$ cat src/rtl/oddr_pkg.sv
// Shared sizing helpers and the send-order pair selector for the DDR output serializer.
package oddr_pkg;

  localparam int MAX_W = 256;

  function automatic int beats(input int width);
    return width / 2;
  endfunction

  function automatic int cnt_width(input int width);
    return $clog2(width / 2 + 1);
  endfunction

  // Pair {p1, p2} at the front of a word in send order; the word sits in the low `width` bits.
  function automatic logic [1:0] pair_front(input logic [MAX_W-1:0] word, input int width,
                                            input logic lsb_first);
    logic [MAX_W-1:0] top;
    top = word >> (width - 2);
    return lsb_first ? {word[0], word[1]} : {top[1], top[0]};
  endfunction

endpackage

$ cat src/rtl/oddr_out_cell.sv
// DDR output leaf: registers one pair per clock and muxes it onto oq by clock phase.
// Latency: a pair appears one edge after pair_vld; no backpressure, takes a pair every cycle.
module oddr_out_cell #(
  parameter logic IDLE_VAL = 1'b0
) (
  input  logic       clk,
  input  logic       rst_n,
  input  logic [1:0] pair,
  input  logic       pair_vld,
  output logic       oq,
  output logic       tq
);

  logic p1, p2;

  always_ff @(posedge clk or negedge rst_n) begin
    if (!rst_n) begin
      p1 <= IDLE_VAL;
      p2 <= IDLE_VAL;
      tq <= 1'b1;
    end else begin
      p1 <= pair_vld ? pair[1] : IDLE_VAL;
      p2 <= pair_vld ? pair[0] : IDLE_VAL;
      tq <= ~pair_vld;
    end
  end

  // First bit of the pair during clock high, second during clock low.
  assign oq = clk ? p1 : p2;

endmodule

$ cat src/rtl/oddr_serializer.sv
// DDR serializer: parallel word in over valid/ready, two bits per C cycle out on OQ.
// Latency: first pair one edge after accept; D_READY is low while the hold register is occupied.
module oddr_serializer
  import oddr_pkg::*;
#(
  parameter int   DATA_WIDTH = 8,
  parameter logic LSB_FIRST  = 1'b1,
  parameter logic IDLE_VAL   = 1'b0
) (
  input  logic                  C,
  input  logic                  R_N,
  input  logic [DATA_WIDTH-1:0] D,
  input  logic                  D_VALID,
  output logic                  D_READY,
  output logic                  OQ,
  output logic                  TQ,
  output logic                  BUSY,
  output logic                  WORD_DONE
);

  localparam int N  = beats(DATA_WIDTH);
  localparam int CW = cnt_width(DATA_WIDTH);
  localparam logic [CW-1:0] CNT_ONE  = CW'(1);
  localparam logic [CW-1:0] CNT_REST = CW'(N - 1);
  localparam logic [CW-1:0] CNT_FULL = CW'(N);

  logic [DATA_WIDTH-1:0] hold, shifter, shifter_nxt;
  logic                  hold_full, hold_full_nxt;
  logic [CW-1:0]         cnt, cnt_nxt;
  logic [1:0]            pair;
  logic                  pair_vld, last_beat, accept;

  function automatic logic [1:0] front(input logic [DATA_WIDTH-1:0] w);
    return pair_front(MAX_W'(w), DATA_WIDTH, LSB_FIRST);
  endfunction

  function automatic logic [DATA_WIDTH-1:0] advance(input logic [DATA_WIDTH-1:0] w);
    return LSB_FIRST ? (w >> 2) : (w << 2);
  endfunction

  assign D_READY = R_N & ~hold_full;
  assign accept  = D_VALID & D_READY;
  assign BUSY    = hold_full | (cnt != '0) | ~TQ;

  always_comb begin
    shifter_nxt   = shifter;
    cnt_nxt       = cnt;
    hold_full_nxt = hold_full;
    pair          = 2'b00;
    pair_vld      = 1'b0;
    last_beat     = 1'b0;
    if (cnt > CNT_ONE) begin
      pair        = front(shifter);
      pair_vld    = 1'b1;
      shifter_nxt = advance(shifter);
      cnt_nxt     = cnt - CNT_ONE;
    end else if (hold_full) begin
      hold_full_nxt = 1'b0;
      pair_vld      = 1'b1;
      if (cnt == CNT_ONE) begin
        // Last pair leaves now, so the whole hold word is parked and starts on the next edge.
        pair        = front(shifter);
        last_beat   = 1'b1;
        shifter_nxt = hold;
        cnt_nxt     = CNT_FULL;
      end else begin
        pair        = front(hold);
        shifter_nxt = advance(hold);
        cnt_nxt     = CNT_REST;
      end
    end else if (cnt == CNT_ONE) begin
      pair      = front(shifter);
      pair_vld  = 1'b1;
      last_beat = 1'b1;
      cnt_nxt   = '0;
    end
    if (accept) begin
      hold_full_nxt = 1'b1;
    end
  end

  always_ff @(posedge C or negedge R_N) begin
    if (!R_N) begin
      hold      <= '0;
      hold_full <= 1'b0;
      shifter   <= '0;
      cnt       <= '0;
      WORD_DONE <= 1'b0;
    end else begin
      if (accept) begin
        hold <= D;
      end
      hold_full <= hold_full_nxt;
      shifter   <= shifter_nxt;
      cnt       <= cnt_nxt;
      WORD_DONE <= last_beat;
    end
  end

  oddr_out_cell #(
    .IDLE_VAL(IDLE_VAL)
  ) u_out (
    .clk     (C),
    .rst_n   (R_N),
    .pair    (pair),
    .pair_vld(pair_vld),
    .oq      (OQ),
    .tq      (TQ)
  );

endmodule

$ cat config.mk
export PLATFORM = sky130hd
export DESIGN_NAME = oddr_serializer
export DESIGN_NICKNAME = d
export VERILOG_FILES = /design/src/rtl/oddr_pkg.sv /design/src/rtl/oddr_out_cell.sv /design/src/rtl/oddr_serializer.sv
export SDC_FILE = /design/constraint.sdc
export NUM_CORES = 1
export LEC_CHECK = 0
export BUFFER_PORTS_ARGS = -buffer_cell sky130_fd_sc_hd__clkbuf_2
export CAP_MARGIN = 40
export CORE_ASPECT_RATIO = 1.4
export CORE_MARGIN = 3
export CORE_UTILIZATION = 50
export DETAILED_ROUTE_END_ITERATION = 10
export PLACE_DENSITY = 0.67
export SETUP_SLACK_MARGIN = 0.05
export SYNTH_ARGS = -nofsm -noshare
export SYNTH_HDL_FRONTEND = slang
export SYNTH_SLANG_ARGS = --single-unit
export TNS_END_PERCENT = 20
$ cat constraint.sdc
create_clock -name C -period 2 [get_ports C]
set_clock_uncertainty 0.05 [all_clocks]
set_input_delay 0.1 -clock C [delete_from_list [all_inputs] [get_ports C]]
set_output_delay 0.1 -clock C [all_outputs]
set_load 0.1 [all_outputs]
# After elaboration in Yosys (flattened, before gate mapping)
# Cells that the tools add are included.
dict set report totals {
  reg_bits 24
  input_bits 11
  elab_cells 42
}
dict set report classes {
  add_sub_neg 1
  order_cmp 1
  n_eq_ne 2
  mux 20
  bitwise_logic 7
  n_reduce_logical 3
}
# op count
set ops {}
lappend ops {{$mux 8} 3}
lappend ops {{$mux 3} 4}
lappend ops {{$mux 1} 9}
lappend ops {{$mux 2} 4}
lappend ops {{$reduce_bool 3->1} 2}
lappend ops {{$eq 3x1->1 const B} 1}
lappend ops {{$gt 3x1->1 const B} 1}
lappend ops {{$not 1->1} 3}
lappend ops {{$sub 3x1->3 const B} 1}
lappend ops {{$and 1x1->1} 2}
lappend ops {{$ne 2x2->1 const B} 1}
lappend ops {{$or 1x1->1} 2}
lappend ops {{$reduce_bool 2->1} 1}

# Longest topological paths before layout
dict set report depth {
  depth_word 5
  depth_mapped 7
  mapped_depth_nobuf 5
}

# By module
# A second synthesis with hierarchy kept.
dict set report unflattened {
  cells_unflattened 111
  hier_area_um2 1209.9
}
# mod n_inst cells_each area_each_um2 seq_area_each_um2
set by_module_without_submodules {}
lappend by_module_without_submodules {oddr_serializer 1 104 1102.3 525.5}
lappend by_module_without_submodules {oddr_out_cell 1 7 107.6 76.3}

==> out/qor.csv <==
metric,value,unit
async_flop_share,100,%
final_design_area_no_fill,0.00143,mm2
synth_compound_area_share,13.6,%
antenna_cells,0,
arrival,1.76,ns
rsz0062_at_grt,true,
postPlaceCellArea,0.00128,mm2
wl_per_cell,14.7,um
vdd_drop_max,0.866,mV
seq_area_frac_synth,51.2,%
drive_gt1_share,29.7,%
yosysTopAreaCellShare,49.0,%
avgSynthCellArea,10.9,um2
status,completed,
drt_iter0_markers,23,
multi_input_area,526,um2
crit_required,1.85,ns
crit_chain,clkbuf_4 -> clkbuf_4 -> mux2_2 -> clkbuf_4,
synth_edf_count,0,
n_fill_cell,195,
final_common_cell,dfrtp_1,
syn_area,0.00117,mm2
endpoint_kind,primary output,
num_rows,20,
syn_nets,122,
synth_top_family_by_area,simple AND/OR/NAND/NOR gates,
hold_path_class,input pin to flop,
die_area,0.00298,mm2
p_sw,1.20,mW
drc_errors,0,
p_int,1.39,mW
synth_cell_type_count,27,
maxSlewHeadroom,64.2,%
post-cts-setup-buffers,0,
nets,153,
mostFrequentLayoutCells,"22 x dfrtp_1, 13 x clkbuf_2, 12 x nand2_1",
yosys.area_share.simple,17.9,%
final_util,64.9,%
holdWs,0.0939,ns
worstMarginPinSlew,0.539,ns
drv_slew,0,
wl,2.36,mm
switching_share,46.3,%
path_class,clock port to primary output,
clk_latency,0.42,ns
startpoint_type,clock port,
combPwrFrac,43.0,%
cap_violations,0,
antenna_found_initial,0,
overflow,0,
synth-seq-cells,24,
path_clk_slew,0.12,ns
dp_cells,144,
crit_top_cell,clkbuf_4,
yosys_most_used_dff,dfrtp_1,
regArea,603,um2
synth-warning-count,0,
clkPwrFrac,20.9,%
setup_viol_count_final,0,
synth_area_leaders,"dfrtp_1 49%, mux2_2 8.6%, nor4b_1 4.5%",
power_frac_seq,36.0,%
initial_core_util,53.4,%
synth_adder_area_share,3.19,%
synth_top_area_cell,dfrtp_1,
antenna_left,0,
synthCells,108,
synth_xor_area_share,0.745,%
grt_pass1_vias,985,
vias,882,
fp.dieW,47.0,um
critical_path.slowest_cell,clkbuf_4,
area_growth,21.7,%
grt_max_degree,25,
dp_hpwl,1.68,mm
hold_viol_final,0,
synth.area.mux_share,8.63,%
stdcell_count,160,
gp_congestion,0.828,
cp_max_fo,2,
setup_slack,0.0855,ns
core,0.00220,mm2
fin_setup_tns,0,ns
dr.pass1.iters,6,
power.density,1800,mW/mm2
grt_usage,20.9,%
p_total,2.58,mW
viasPerCell,5.51,
die_h,63.4,um
place_worst_setup_slack,0.130,ns
p_leak,0.641,nW
grt_pass1_wl,4.30,mm
critPathMaxStageDelay,0.28,ns
cts_tree,yes,
numPortBuffers,15,
io_pins,16,
flip-flops by register name, summed over array words and instances, names as in the netlist:
register,count
hold,8
shifter,8
cnt,3
WORD_DONE,1
hold_full,1
u_out.p1,1
u_out.p2,1
u_out.tq,1
Yosys cell counts (3+ instances only):
master and count:
a21oi_1 7, a31oi_1 6, and2_1 7, dfrtp_1 23
ha_1 3, mux2_2 9, nand2_1 12, nor2b_1 5
nor4b_1 6, o21ai_0 7
kinds of logic (layout without fill, tap and decap cells):
family | after synthesis | in the layout
xor gates and xnor gates | 1 | 1
muxes | 9 | 9
buffers and inverters | 9 | 39
and+or+nand+nor | 36 | 36
AOI/OAI and AO/OA | 26 | 26
DFF | 24 | 24
adders and majority gates | 3 | 3
power groups by stage:
stage	combinational, mW	clock (mW)	sequential, mW
4_1_cts	1.11	0.559	0.925
2_1_floorplan	0.853	0.178	0.969
3_5_place_dp	1.09	0.193	0.936
5_1_grt	1.25	0.602	0.964
3_3_place_gp	1.07	0.193	0.928
6_report	1.11	0.541	0.929
path summary, 6_finish.rpt:
check                                start         end  slack, ns  cells after the start
worst min-delay path               D_VALID   hold_full       0.09                      3
min in group asynchronous              R_N  shifter[3]       0.15                      3
worst min register to register  shifter[0]    u_out.p1       0.44                      2
worst max register to register      cnt[1]  shifter[3]       0.22                      5
max in group asynchronous              R_N    u_out.tq       1.46                      3
worst max-delay path                     C          OQ       0.09                      4
layout make-up:
| cell class | instances | share of cell area (%) |
|---|---|---|
| clock buffers | 8 | 4.64 |
| inverters | 4 | 1.05 |
| multi-input cells | 75 | 36.7 |
| flip-flops and latches | 24 | 42.2 |
| well taps | 22 | 1.92 |
| repair buffers | 27 | 13.5 |
critical path: cells and delay by family:
kind | cells | cell delay [ns]
buffers and inverters | 3 | 0.51
muxes | 1 | 0.26
metal layers:
layer  wire (um)  global-route usage [%]  vias up
met4          74                    16.3        0
li1            -                       -      443
met3         110                    7.14        7
met1        1020                    25.4      412
met5           0                       0        -
met2        1160                    28.7       20
repair_timing:
item                                    in CTS  in global routing
resized for setup                            1                  1
endpoints found under the setup margin       1                 14
hold buffers                                 9                  0
endpoints found under the hold margin       32                  0
Note: power is estimated with default switching activity, not from simulation.
